<file path="config.mk">
export PLATFORM = sky130hd
export DESIGN_NAME = modulo_emisor_hamming
export DESIGN_NICKNAME = d
export VERILOG_FILES = /design/src/rtl/modulo_emisor_hamming.sv
export SDC_FILE = /design/constraint.sdc
export NUM_CORES = 1
export LEC_CHECK = 0
export BUFFER_PORTS_ARGS = -buffer_cell sky130_fd_sc_hd__buf_2
export CORE_ASPECT_RATIO = 1.75
export CORE_MARGIN = 10
export CORE_UTILIZATION = 37
export CTS_BUF_LIST = sky130_fd_sc_hd__clkbuf_8 sky130_fd_sc_hd__clkbuf_16
export DETAILED_ROUTE_END_ITERATION = 8
export PLACE_DENSITY = 0.58
export SLEW_MARGIN = 10
export SYNTH_ARGS = -nofsm -noshare
export SYNTH_HDL_FRONTEND = slang
export SYNTH_SLANG_ARGS = --single-unit
</file>
<file path="constraint.sdc">
create_clock -name clk -period 1.5 [get_ports clk]
set_input_delay 0.075 -clock clk [delete_from_list [all_inputs] [get_ports clk]]
set_output_delay 0.075 -clock clk [all_outputs]
set_load 0.005 [all_outputs]
</file>
<file path="src/rtl/modulo_emisor_hamming.sv">
// Hamming SECDED link transmitter: samples 4 data switches on a send press,
// encodes them into an 8-bit extended Hamming(7,4) word and offers it on valid/ready.
module modulo_emisor_hamming #(
  parameter int ETAPAS_SYNC = 2
) (
  input  logic       clk,
  input  logic       rst,
  input  logic [3:0] sw_datos,
  input  logic       boton_enviar,
  input  logic [1:0] err_modo,
  input  logic [2:0] err_pos_a,
  input  logic [2:0] err_pos_b,
  input  logic       listo,
  output logic [7:0] palabra_tx,
  output logic       palabra_valida,
  output logic       ocupado,
  output logic [7:0] contador_tramas
);

  typedef enum logic [1:0] {
    IDLE,
    CAPTURA,
    CODIFICA,
    ENVIO
  } estado_t;

  estado_t estado_q, estado_d;

  logic [ETAPAS_SYNC-1:0]      btn_sync_q;
  logic [ETAPAS_SYNC-1:0][3:0] sw_sync_q;
  logic                        btn_prev_q;
  logic                        btn_s;
  logic [3:0]                  sw_s;
  logic                        envio;

  logic [3:0] datos_q, datos_d;
  logic [1:0] modo_q, modo_d;
  logic [2:0] pos_a_q, pos_a_d;
  logic [2:0] pos_b_q, pos_b_d;
  logic [7:0] tx_q, tx_d;
  logic       valida_q, valida_d;
  logic [7:0] cnt_q, cnt_d;

  logic [6:0] h;
  logic [7:0] mascara;
  logic [7:0] palabra_cod;

  assign btn_s = btn_sync_q[ETAPAS_SYNC-1];
  assign sw_s  = sw_sync_q[ETAPAS_SYNC-1];
  // Rising edge only, so a held button sends once.
  assign envio = btn_s & ~btn_prev_q;

  always_ff @(posedge clk) begin
    if (rst) begin
      btn_sync_q <= '0;
      sw_sync_q  <= '0;
      btn_prev_q <= 1'b0;
    end else begin
      btn_sync_q <= {btn_sync_q[ETAPAS_SYNC-2:0], boton_enviar};
      sw_sync_q  <= {sw_sync_q[ETAPAS_SYNC-2:0], sw_datos};
      btn_prev_q <= btn_s;
    end
  end

  always_ff @(posedge clk) begin
    if (rst) begin
      estado_q <= IDLE;
    end else begin
      estado_q <= estado_d;
    end
  end

  always_comb begin
    estado_d = estado_q;
    unique case (estado_q)
      IDLE:     if (envio) estado_d = CAPTURA;
      CAPTURA:  estado_d = CODIFICA;
      CODIFICA: estado_d = ENVIO;
      ENVIO:    if (valida_q && listo) estado_d = IDLE;
    endcase
  end

  always_comb begin
    h[0] = datos_q[0] ^ datos_q[1] ^ datos_q[3];
    h[1] = datos_q[0] ^ datos_q[2] ^ datos_q[3];
    h[2] = datos_q[0];
    h[3] = datos_q[1] ^ datos_q[2] ^ datos_q[3];
    h[4] = datos_q[1];
    h[5] = datos_q[2];
    h[6] = datos_q[3];
    // Equal positions in mode 2 collapse to a single flip.
    mascara = '0;
    case (modo_q)
      2'd1: mascara[pos_a_q] = 1'b1;
      2'd2: begin
        mascara[pos_a_q] = 1'b1;
        mascara[pos_b_q] = 1'b1;
      end
      default: mascara = '0;
    endcase
    palabra_cod = {^h, h} ^ mascara;
  end

  always_comb begin
    datos_d  = datos_q;
    modo_d   = modo_q;
    pos_a_d  = pos_a_q;
    pos_b_d  = pos_b_q;
    tx_d     = tx_q;
    valida_d = valida_q;
    cnt_d    = cnt_q;
    unique case (estado_q)
      IDLE: ;
      CAPTURA: begin
        datos_d = sw_s;
        modo_d  = err_modo;
        pos_a_d = err_pos_a;
        pos_b_d = err_pos_b;
      end
      CODIFICA: begin
        tx_d     = palabra_cod;
        valida_d = 1'b1;
      end
      ENVIO: begin
        if (valida_q && listo) begin
          valida_d = 1'b0;
          cnt_d    = cnt_q + 8'd1;
        end
      end
    endcase
  end

  always_ff @(posedge clk) begin
    if (rst) begin
      datos_q  <= '0;
      modo_q   <= '0;
      pos_a_q  <= '0;
      pos_b_q  <= '0;
      tx_q     <= '0;
      valida_q <= 1'b0;
      cnt_q    <= '0;
    end else begin
      datos_q  <= datos_d;
      modo_q   <= modo_d;
      pos_a_q  <= pos_a_d;
      pos_b_q  <= pos_b_d;
      tx_q     <= tx_d;
      valida_q <= valida_d;
      cnt_q    <= cnt_d;
    end
  end

  assign ocupado         = (estado_q != IDLE);
  assign palabra_tx      = tx_q;
  assign palabra_valida  = valida_q;
  assign contador_tramas = cnt_q;

endmodule

</file>
Yosys cells after proc, flatten, opt, wreduce, memory -nomap -nowiden
Cells that the tools add are included.
{ "op_classes": {"n_addsub": 1, "magnitude_cmp": 4, "n_eq_ne": 7, "n_mux": 10, "bitwise_logic": 10, "n_reduce_logical": 10} }
{ "ops": {"columns": ["operator", "count"], "rows": [
  ["8-bit case mux with 2 select lines", 1],
  ["8-bit by 1-bit adder with 8-bit output (second input constant)", 1],
  ["3-bit by 4-bit < comparator with 1-bit output (second input constant)", 2],
  ["8-bit OR", 1],
  ["2-bit case mux with 4 select lines", 1],
  ["8-bit bitwise XOR", 1],
  ["7-bit XOR reduction", 1],
  ["1-bit demux with 3-bit select", 2],
  ["2-bit equality test (second input constant)", 3],
  ["3-bit by 1-bit greater-or-equal comparator with 1-bit output (second input constant)", 2],
  ["2-bit AND reduction", 3],
  ["1-bit bitwise XOR", 6],
  ["2-bit by 1-bit equality test with 1-bit output (second input constant)", 2],
  ["2-bit 2-to-1 mux", 2],
  ["2-bit != test (second input constant)", 2],
  ["2-bit nonzero test", 2],
  ["1-bit logical AND", 3],
  ["1-bit 2-to-1 mux", 3],
  ["2-bit logical NOT", 1],
  ["1-bit case mux with 2 select lines", 1],
  ["1-bit AND", 1],
  ["1-bit inverter", 1]
]} }
{ "word_totals": {"regBits": 42, "out_inout_bits": 18} }

Depth between registers and ports, before layout
Gate-level depths: netlist (run 1).
{ "logic_depth": {"word_depth": 7, "ltp_mapped": 6, "depth_no_buf": 6} }

Least setup slack after synthesis (run 1)
Ideal clock, no wire load.
{ "synth_timing": {"kind": "reg2reg", "start": "register modo_q[0]", "end": "register tx_q[3] (netlist: palabra_tx[3])", "arrival_ns": 1.422, "path_slack_ns": -0.056, "stages_incl_launch_ff": 7, "path_buffers": 0, "period_less_slack_ns": 1.556, "path_cell_list": "dfxtp_1 inv_1 ha_1 or3b_1 o22ai_1 xor2_1 o22ai_1"} }
{ "synth_via": {"elab_chain_len": 3, "elab_cells_between_ends": 4, "classes_between": "2 x eq/ne; 1 x mux; 1 x bitwise"} }
{ "synth_rtl": {"columns": ["item", "line_no", "text"], "rows": [
  ["start, declared", "37", "logic [1:0] modo_q, modo_d;"],
  ["start signal, assigned", "144", "modo_q <= modo_d;"],
  ["2-bit equality test or 2-bit by 1-bit equality test with 1-bit output (tied branches)", "93", "case (modo_q)"],
  ["8-bit case mux with 2 select lines (*)", "93", null],
  ["8-bit bitwise XOR (*)", "101", "palabra_cod = {^h, h} ^ mascara;"],
  ["end signal, assigned", "147", "tx_q <= tx_d;"],
  ["end, declared", "40", "logic [7:0] tx_q, tx_d;"]
]} }
Mark *: on every way between the ends. The rest lies on a longest branch, timed or not.
A chain may end at the register's enable or synchronous reset.

Worst setup path after layout (run 1)
{ "layout_timing": {"start": "register modo_q[0]", "end": "register tx_q[7] (netlist: palabra_tx[7])"} }
The elaborated chain is that of the path after synthesis.

==> run summary, run 1 <==
Sequential-to-total area share from yosys stat: 0.443
Slowest-stage cell, CP: dfxtp_4
Setup violators final: 4
DRT iter0 DRCs: 36
Lkg Pwr: 0.000963 uW
Period utilization: 1.04
# rows: 34
Chip Width: 74.2 um
Grt total ovfl: 0
Total track usage: 0.101
Post-synth top area share: 0.443
Syn nets: 219
Via density: 4.96
Critical path class: flop to flop
Synth area leader: dfxtp_1
Vias in the first global route: 1,509
Syn Inst Count: 196
Final ANT Viol Nets: 0
Clk_lat worst skew: 0.29 ns
Critical path capture point type: flop
Worst EP required: 1.67 ns
Slew of the pin with the lowest slew margin: 0.393 ns
Top_reg_cell synth: dfxtp_1
Pin count of the biggest net entering global routing: 20
RSZ-0062 raised after global routing: yes
Ant. Diodes: 0
WP data arrival: 1.72 ns
Max-cap violation count: 0
Distinct cells, synth: 32
Placed Area: 0.00216 mm^2
Setup Skew: 0.00571 ns
Flops & latches, synth: 42
Core area: 0.00498 mm^2
Status: complete, but fails checks
Worst IR Drop VDD: 817 uV
Area grow syn2layout: 28.9%
Most common cell in the netlist: dfxtp_1
Initial core utilization: 0.382
Final setup margin: -0.0527 ns
Drt total wl: 4.19 mm
Seq. cell area: 846 um^2
Clock Path Buffers: 2
Rel. slew slack: 0.738
CP startpoint kind: flop
CTS buffer count: 5
Pwr Density: 1340 mW/mm^2
Post-synth EDFFs: 0
DR vias: 1,472
Share of cells above drive strength 1: 0.305
CTS tree: built
Met2 routed WL: 2.30 mm
Post-route met1 wirelength: 1.58 mm
Peak Freq: 644 MHz
Cell Area, Synth: 0.00190 mm^2
Min Tclk post-route: 1.55 ns
DRC Markers: 0
Hpwl dp: 3.04 mm
Post-DR wirelength/cell: 14.1 um
Routed wl met3: 194 um
Initial antenna violation count: 0
Utilization after layout: 0.492
Die H: 115 um
Initial DRT Pass Iterations: 4
Post-Route Setup TNS: -0.123 ns
Cells along the critical path: inv_2 -> ha_4 -> buf_4 -> o32ai_1 -> xor2_1 -> o22ai_1
Clk sink count: 42
Ys Warns: 0
Failing checks: negative setup slack
CTS root buf: clkbuf_8
Final-stage net count: 265
Async SR Flop Fraction: 0
Routability cong.: 0.782
Uppermost routed layer: met4
CP Max Fanout: 5
H-tree depth: 2
CP max stage delay: 0.36 ns
Syn_area_per_cell: 9.69 um^2
Fill cells: 502
Io pins: 34
Leading post-synthesis cells by cell area: dfxtp_1, mux2i_1, nor2_1
Max-slew violations: 0
Cell area after layout: 0.00245 mm^2
Die area: 0.00851 mm^2
Commonest cells in the synthesized netlist: dfxtp_1, nor2_1, mux2i_1, nand2b_1, nor2b_1
Hold Vio Cnt, Final: 0
Hold Crit Class: primary input to flop
CTS clk-pin slew, worst paths: 0.08 ns
First-pass GRT wire length: 6.89 mm
Port-buffer cells: 33
Multi-input gate area: 0.00111 mm^2
## cell families after synthesis
logic type      Yosys count  synth area share
buf+inv                  15            0.0310
xor+xnor                 17            0.0784
simple gates             78             0.235
flops                    42             0.443
compound gates           23            0.0935
mux                      14            0.0738
fa+ha+maj                 7            0.0461
## power breakdown
part / internal (uW) / total [uW] / leakage [uW] / switching (uW)
combinational: 505 / 1050 / 0.000559 / 542
clock: 485 / 862 / 0.0000607 / 377
sequential: 1240 / 1360 / 0.000343 / 123
## cell usage in the layout (no fill, tap or decap), types with 3 or more instances in the layout
master         count
nor2_1            26
buf_4              9
xor2_1            10
buf_2             33
nand4_1            3
dfxtp_1           40
a21oi_1            4
mux2i_1           14
and4_1             4
nor2b_1           12
nand2b_1          13
ha_1               3
nand2_1            5
nor4_2             3
dlygate4sd3_1      5
clkbuf_8           5
xnor2_1            7
o22ai_1            5
inv_1              6
## per-layer routing
layer | vias up | GRT usage
met2 | 27 | 0.177
met4 | 0 | 0.0599
met5 | - | 0
met3 | 6 | 0.0293
met1 | 681 | 0.100
li1 | 758 | -
## state kept, by name, summed over array words and instances, names as in the netlist, 3 cells and up
register / cells
pos_a_q: 3
contador_tramas: 8
datos_q: 4
pos_b_q: 3
sw_s: 4
palabra_tx: 8
sw_sync_q: 4
## through the flow
step	hold WS [ns]	instances	power [uW]	worst slack (ns)
finish	0.0217	297	3270	-0.0527
global placement	0.286	282	2250	-0.0601
detailed placement	0.288	282	2260	-0.0970
global route	0.0245	297	3480	-0.103
floorplan	0.203	196	2030	0.0224
CTS	0.0128	295	3190	-0.0401
## path summary, 6_finish.rpt
kind	endpoint	cells after the start	slack, ns	start
setup / recovery	palabra_tx[7]	6	-0.05	modo_q[0]
setup reg to reg	palabra_tx[7]	6	-0.05	modo_q[0]
hold / removal	pos_a_q[1]	3	0.02	err_pos_a[1]
hold reg to reg	sw_s[0]	1	0.44	sw_sync_q[0]
## final cells by class
type / instances / share of cell area
Clock buffer: 5 / 0.0281
Tap cell: 54 / 0.0276
Clock inverter: 3 / 0.0153
Inverter: 7 / 0.0123
Multi-Input combinational cell: 139 / 0.456
Sequential cell: 42 / 0.346
Timing Repair Buffer: 47 / 0.116
## worst max-delay path: cells and delay by family (launching register included)
family / cells / cell delay (ns)
fa+ha+maj: 1 / 0.24
xor+xnor: 1 / 0.20
compound gates: 2 / 0.45
buf+inv: 2 / 0.18
flops: 1 / 0.36
## what timing repair did
action                     4_1_cts  5_1_grt
cloned                           0        0
setup endpoints to repair       18       15
hold buffers                     5        0
pin swaps                        3        9
resized for setup                8       17
setup buffers                    0        2
hold endpoints to repair         5        0
No activity file was read; power rests on OpenSTA's default activity.
==> inputs of run 2 (changes only) <==
SETUP_SLACK_MARGIN = 0.02   (was unset)
==> run summary, run 2 (synthesized netlist as in run 1, its figures left out) <==
Ant. Diodes: 0
CP Max Fanout: 5
Vias in the first global route: 1,507
# rows: 34
Final setup margin: -0.0527 ns
Setup Skew: 0.00571 ns
Max-slew violations: 0
Die H: 115 um
CTS tree: built
Port-buffer cells: 33
Clock Path Buffers: 2
Chip Width: 74.2 um
Post-Route Setup TNS: -0.123 ns
Grt total ovfl: 0
Final ANT Viol Nets: 0
Share of cells above drive strength 1: 0.305
Max-cap violation count: 0
Die area: 0.00851 mm^2
WP data arrival: 1.72 ns
Clk_lat worst skew: 0.29 ns
Utilization after layout: 0.492
DRT iter0 DRCs: 36
Lkg Pwr: 0.000963 uW
Core area: 0.00498 mm^2
Io pins: 34
Slew of the pin with the lowest slew margin: 0.393 ns
Routability cong.: 0.782
Status: complete, but fails checks
DR vias: 1,472
Via density: 4.96
Clk sink count: 42
Worst EP required: 1.67 ns
Failing checks: negative setup slack
Placed cell count: 282
Min Tclk post-route: 1.55 ns
Critical path class: flop to flop
H-tree depth: 2
RSZ-0062 raised after global routing: yes
Hold Vio Cnt, Final: 0
CTS root buf: clkbuf_8
Peak Freq: 644 MHz
CTS buffer count: 5
DRC Markers: 0
Drt total wl: 4.19 mm
Hold Crit Class: primary input to flop
Area grow syn2layout: 28.9%
Initial DRT Pass Iterations: 4
CTS clk-pin slew, worst paths: 0.08 ns
Setup violators final: 4
CP startpoint kind: flop
Overall Power: 3270 uW
Commonest cells after routing, fill and taps aside: dfxtp_1, buf_2, nor2_1, mux2i_1, nand2b_1
First-pass GRT wire length: 6.89 mm
Final std cells w/o fill: 297
Hpwl dp: 3.04 mm
Initial core utilization: 0.382
Commonest non-fill, non-tap cell in the layout: dfxtp_1
Final-stage net count: 265
Initial antenna violation count: 0
Period utilization: 1.04
Pwr Density: 1340 mW/mm^2
Post-DR wirelength/cell: 14.1 um
Rel. slew slack: 0.738
Worst IR Drop VDD: 817 uV
Pin count of the biggest net entering global routing: 20
Total track usage: 0.101
Critical path capture point type: flop
-- run 2: cell counts in the layout (fill, tap and decap cells not counted) --
No cell type changed its count.
-- run 2: per-stage QoR --
step | hold slack (ns) | instance area [um^2] | worst slack, ns
after floorplan | 0.203 | 1910 | 0.0224
after global placement | 0.286 | 2160 | -0.0601
after detailed placement | 0.288 | 2160 | -0.0970
after CTS | 0.0128 | 2360 | -0.0401
after global routing | 0.0245 | 2450 | -0.103
final | 0.0217 | 2450 | -0.0527
-- run 2: repair_timing --
action,4_1_cts,5_1_grt
hold buffers,5,0
resized for setup,8,17
setup buffers,0,2
setup endpoints to repair,19,18
pin swaps,3,9
endpoints found under the hold margin,5,0
-- run 2: power breakdown --
group	switching, uW	internal [uW]	total [uW]
Combinational	542	505	1050
Sequential	123	1240	1360
Clock	377	485	862
Total	1040	2230	3270
-- run 2: cell type report --
type                    instances  area (um^2)
fillers                       502         2530
repair buffers                 47          283
clock buffers                   5         68.8
multi-input cells             139         1110
flip-flops and latches         42          846
clock inverters                 3         37.5
well taps                      54         67.6
inverters                       7         30.0
-- run 2: worst paths after layout --
check,from,end,slack [ns],depth (start not counted)
setup / recovery,modo_q[0],palabra_tx[7],-0.05,6
hold / removal,err_pos_a[1],pos_a_q[1],0.02,3
setup reg to reg,modo_q[0],palabra_tx[7],-0.05,6
hold reg to reg,sw_sync_q[0],sw_s[0],0.44,1
-- run 2: per-layer routing --
metal	vias to the layer above	GRT usage	wire length (um)
li1	758	-	-
met1	681	0.100	1580
met2	27	0.177	2300
met3	6	0.0293	194
met4	0	0.0599	106
met5	-	0	0
-- run 2: worst max-delay path: stages, from the launching register on --
cell,delay [ns]
dfxtp_4,0.36
inv_2,0.04
ha_4,0.24
buf_4,0.14
o32ai_1,0.35
xor2_1,0.20
o22ai_1,0.10
==> inputs of run 3 (changes only) <==
==> constraint.sdc (replaced) <==
create_clock -name clk -period 1.5 [get_ports clk]
set_input_delay 0.3 -clock clk [delete_from_list [all_inputs] [get_ports clk]]
set_output_delay 0.3 -clock clk [all_outputs]
set_load 0.005 [all_outputs]
==> run summary, run 3 (synthesized netlist as in run 1, its figures left out) <==
Hold path startpoint: sw_datos[0]
Critical path class: flop to flop
RSZ-0062 raised after global routing: yes
Setup violators final: 4
Initial DRT Pass Iterations: 4
# hold bufs at CTS: 0
Share of cells above drive strength 1: 0.324
# rows: 34
Slew of the pin with the lowest slew margin: 0.393 ns
Chip Width: 74.2 um
Status: complete, but fails checks
CP Launch Point: modo_q[0]
Critical path capture point type: flop
CTS clk-pin slew, worst paths: 0.08 ns
Port-buffer cells: 33
Ant. Diodes: 0
GR Util met1: 0.101
Via density: 4.99
Drt total wl: 4.15 mm
Worst IR Drop VDD: 848 uV
Worst EP required: 1.67 ns
Clock Path Buffers: 2
DR vias: 1,456
Lkg Pwr: 0.000941 uW
Routability cong.: 0.782
Io pins: 34
Min-Delay Path Depth: 2
Fill cells: 505
Overall Power: 3270 uW
Post-DR wirelength/cell: 14.2 um
Slowest-stage cell, CP: dfxtp_4
Rel. slew slack: 0.738
GR Util met3: 0.0285
Period utilization: 1.03
Vias in the first global route: 1,504
GR peak layer: met2
Die H: 115 um
Cells along the critical path: inv_2 -> ha_4 -> buf_4 -> o32ai_1 -> xor2_1 -> o22ai_1
Worst reg2reg endpoint: palabra_tx[7]
Total track usage: 0.101
Crit path max-delay family: compound AO/OA/AOI/OAI gates
Peak Freq: 646 MHz
Max-slew violations: 0
Final setup margin: -0.0487 ns
WP data arrival: 1.72 ns
DRT iter0 DRCs: 40
Min Tclk post-route: 1.55 ns
Die area: 0.00851 mm^2
Final-stage net count: 260
Clk sink count: 42
Hold Crit Class: primary input to flop
Grt total ovfl: 0
Final std cells w/o fill: 292
Flop-to-flop setup slack: -0.05 ns
Pin count of the biggest net entering global routing: 20
CP max stage delay: 0.36 ns
Failing checks: negative setup slack
Worst reg2reg path depth: 6
Area grow syn2layout: 26.5%
CP Max Fanout: 5
Placed cell count: 282
Core area: 0.00498 mm^2
Worst hold endpoint: sw_sync_q[0]
Commonest non-fill, non-tap cell in the layout: dfxtp_1
First-pass GRT wire length: 6.88 mm
Commonest cells after routing, fill and taps aside: dfxtp_1, buf_2, nor2_1, mux2i_1, nand2b_1
Reg-to-Reg Start: modo_q[0]
Setup Skew: 0.00524 ns
Hold Slack: 0.218 ns
CTS tree: built
Clk_lat worst skew: 0.29 ns
Pwr Density: 1360 mW/mm^2
H-tree depth: 2
DRC Markers: 0
Grt met2 use: 0.176
CTS buffer count: 5
CTS root buf: clkbuf_8
Final ANT Viol Nets: 0
Initial core utilization: 0.382
Hpwl dp: 3.04 mm
Buffers plus inverters on the worst setup path: 2
CP startpoint kind: flop
Max-cap violation count: 0
Hold Vio Cnt, Final: 0
Initial antenna violation count: 0
[run 3: cell types whose count changed in the layout (fill, tap and decap cells not counted)]
cell | previous run | this run
dlygate4sd3_1 | 5 | 0
ha_1 | 3 | 2
a21boi_1 | 1 | 0
a21boi_0 | 0 | 1
dfxtp_1 | 40 | 38
dfxtp_2 | 1 | 3
ha_2 | 2 | 3
[run 3: area by class of cell]
class / instances / area [um^2] / area share
Clock inverter: 3 / 37.5 / 0.0156
Inverter: 7 / 30.0 / 0.0125
Clock buffer: 5 / 68.8 / 0.0286
Sequential cell: 42 / 848 / 0.353
Timing Repair Buffer: 42 / 233 / 0.0969
Multi-Input combinational cell: 139 / 1120 / 0.465
Tap cell: 54 / 67.6 / 0.0281
[run 3: how the worst max path moves through the flow]
stage | cells past startpoint | end | slack (ns)
2_1_floorplan | 6 | palabra_tx[0] | 0.02
3_3_place_gp | 6 | palabra_tx[5] | -0.06
3_5_place_dp | 6 | palabra_tx[4] | -0.1
4_1_cts | 6 | palabra_tx[7] | -0.04
5_1_grt | 6 | palabra_tx[3] | -0.10
6_report | 6 | palabra_tx[7] | -0.05
[run 3: metrics by stage]
step / TNS [ns] / setup slack, ns / utilization / cell area [um^2]
final: -0.114 / -0.0487 / 0.483 / 2400
after CTS: -0.131 / -0.0401 / 0.464 / 2310
after detailed placement: -0.426 / -0.0970 / 0.435 / 2160
after global placement: -0.227 / -0.0601 / 0.435 / 2160
after floorplan: 0 / 0.0224 / - / 1910
after global routing: -0.540 / -0.103 / 0.483 / 2400
[run 3: routing by layer]
metal | part of all wire | vias to the layer above
met2 | 0.55 | 27
met5 | 0 | -
met1 | 0.38 | 676
met4 | 0.026 | 0
met3 | 0.045 | 6
li1 | - | 747
[run 3: repair_timing]
item                       CTS  global route
gates resized for setup      8            19
setup buffers                0             2
setup endpoints to repair   19            19
pin swaps                    3             9
[run 3: power breakdown]
part	total [uW]	internal, uW	switching, uW
sequential	1370	1240	122
clock	865	485	380
combinational	1040	502	540
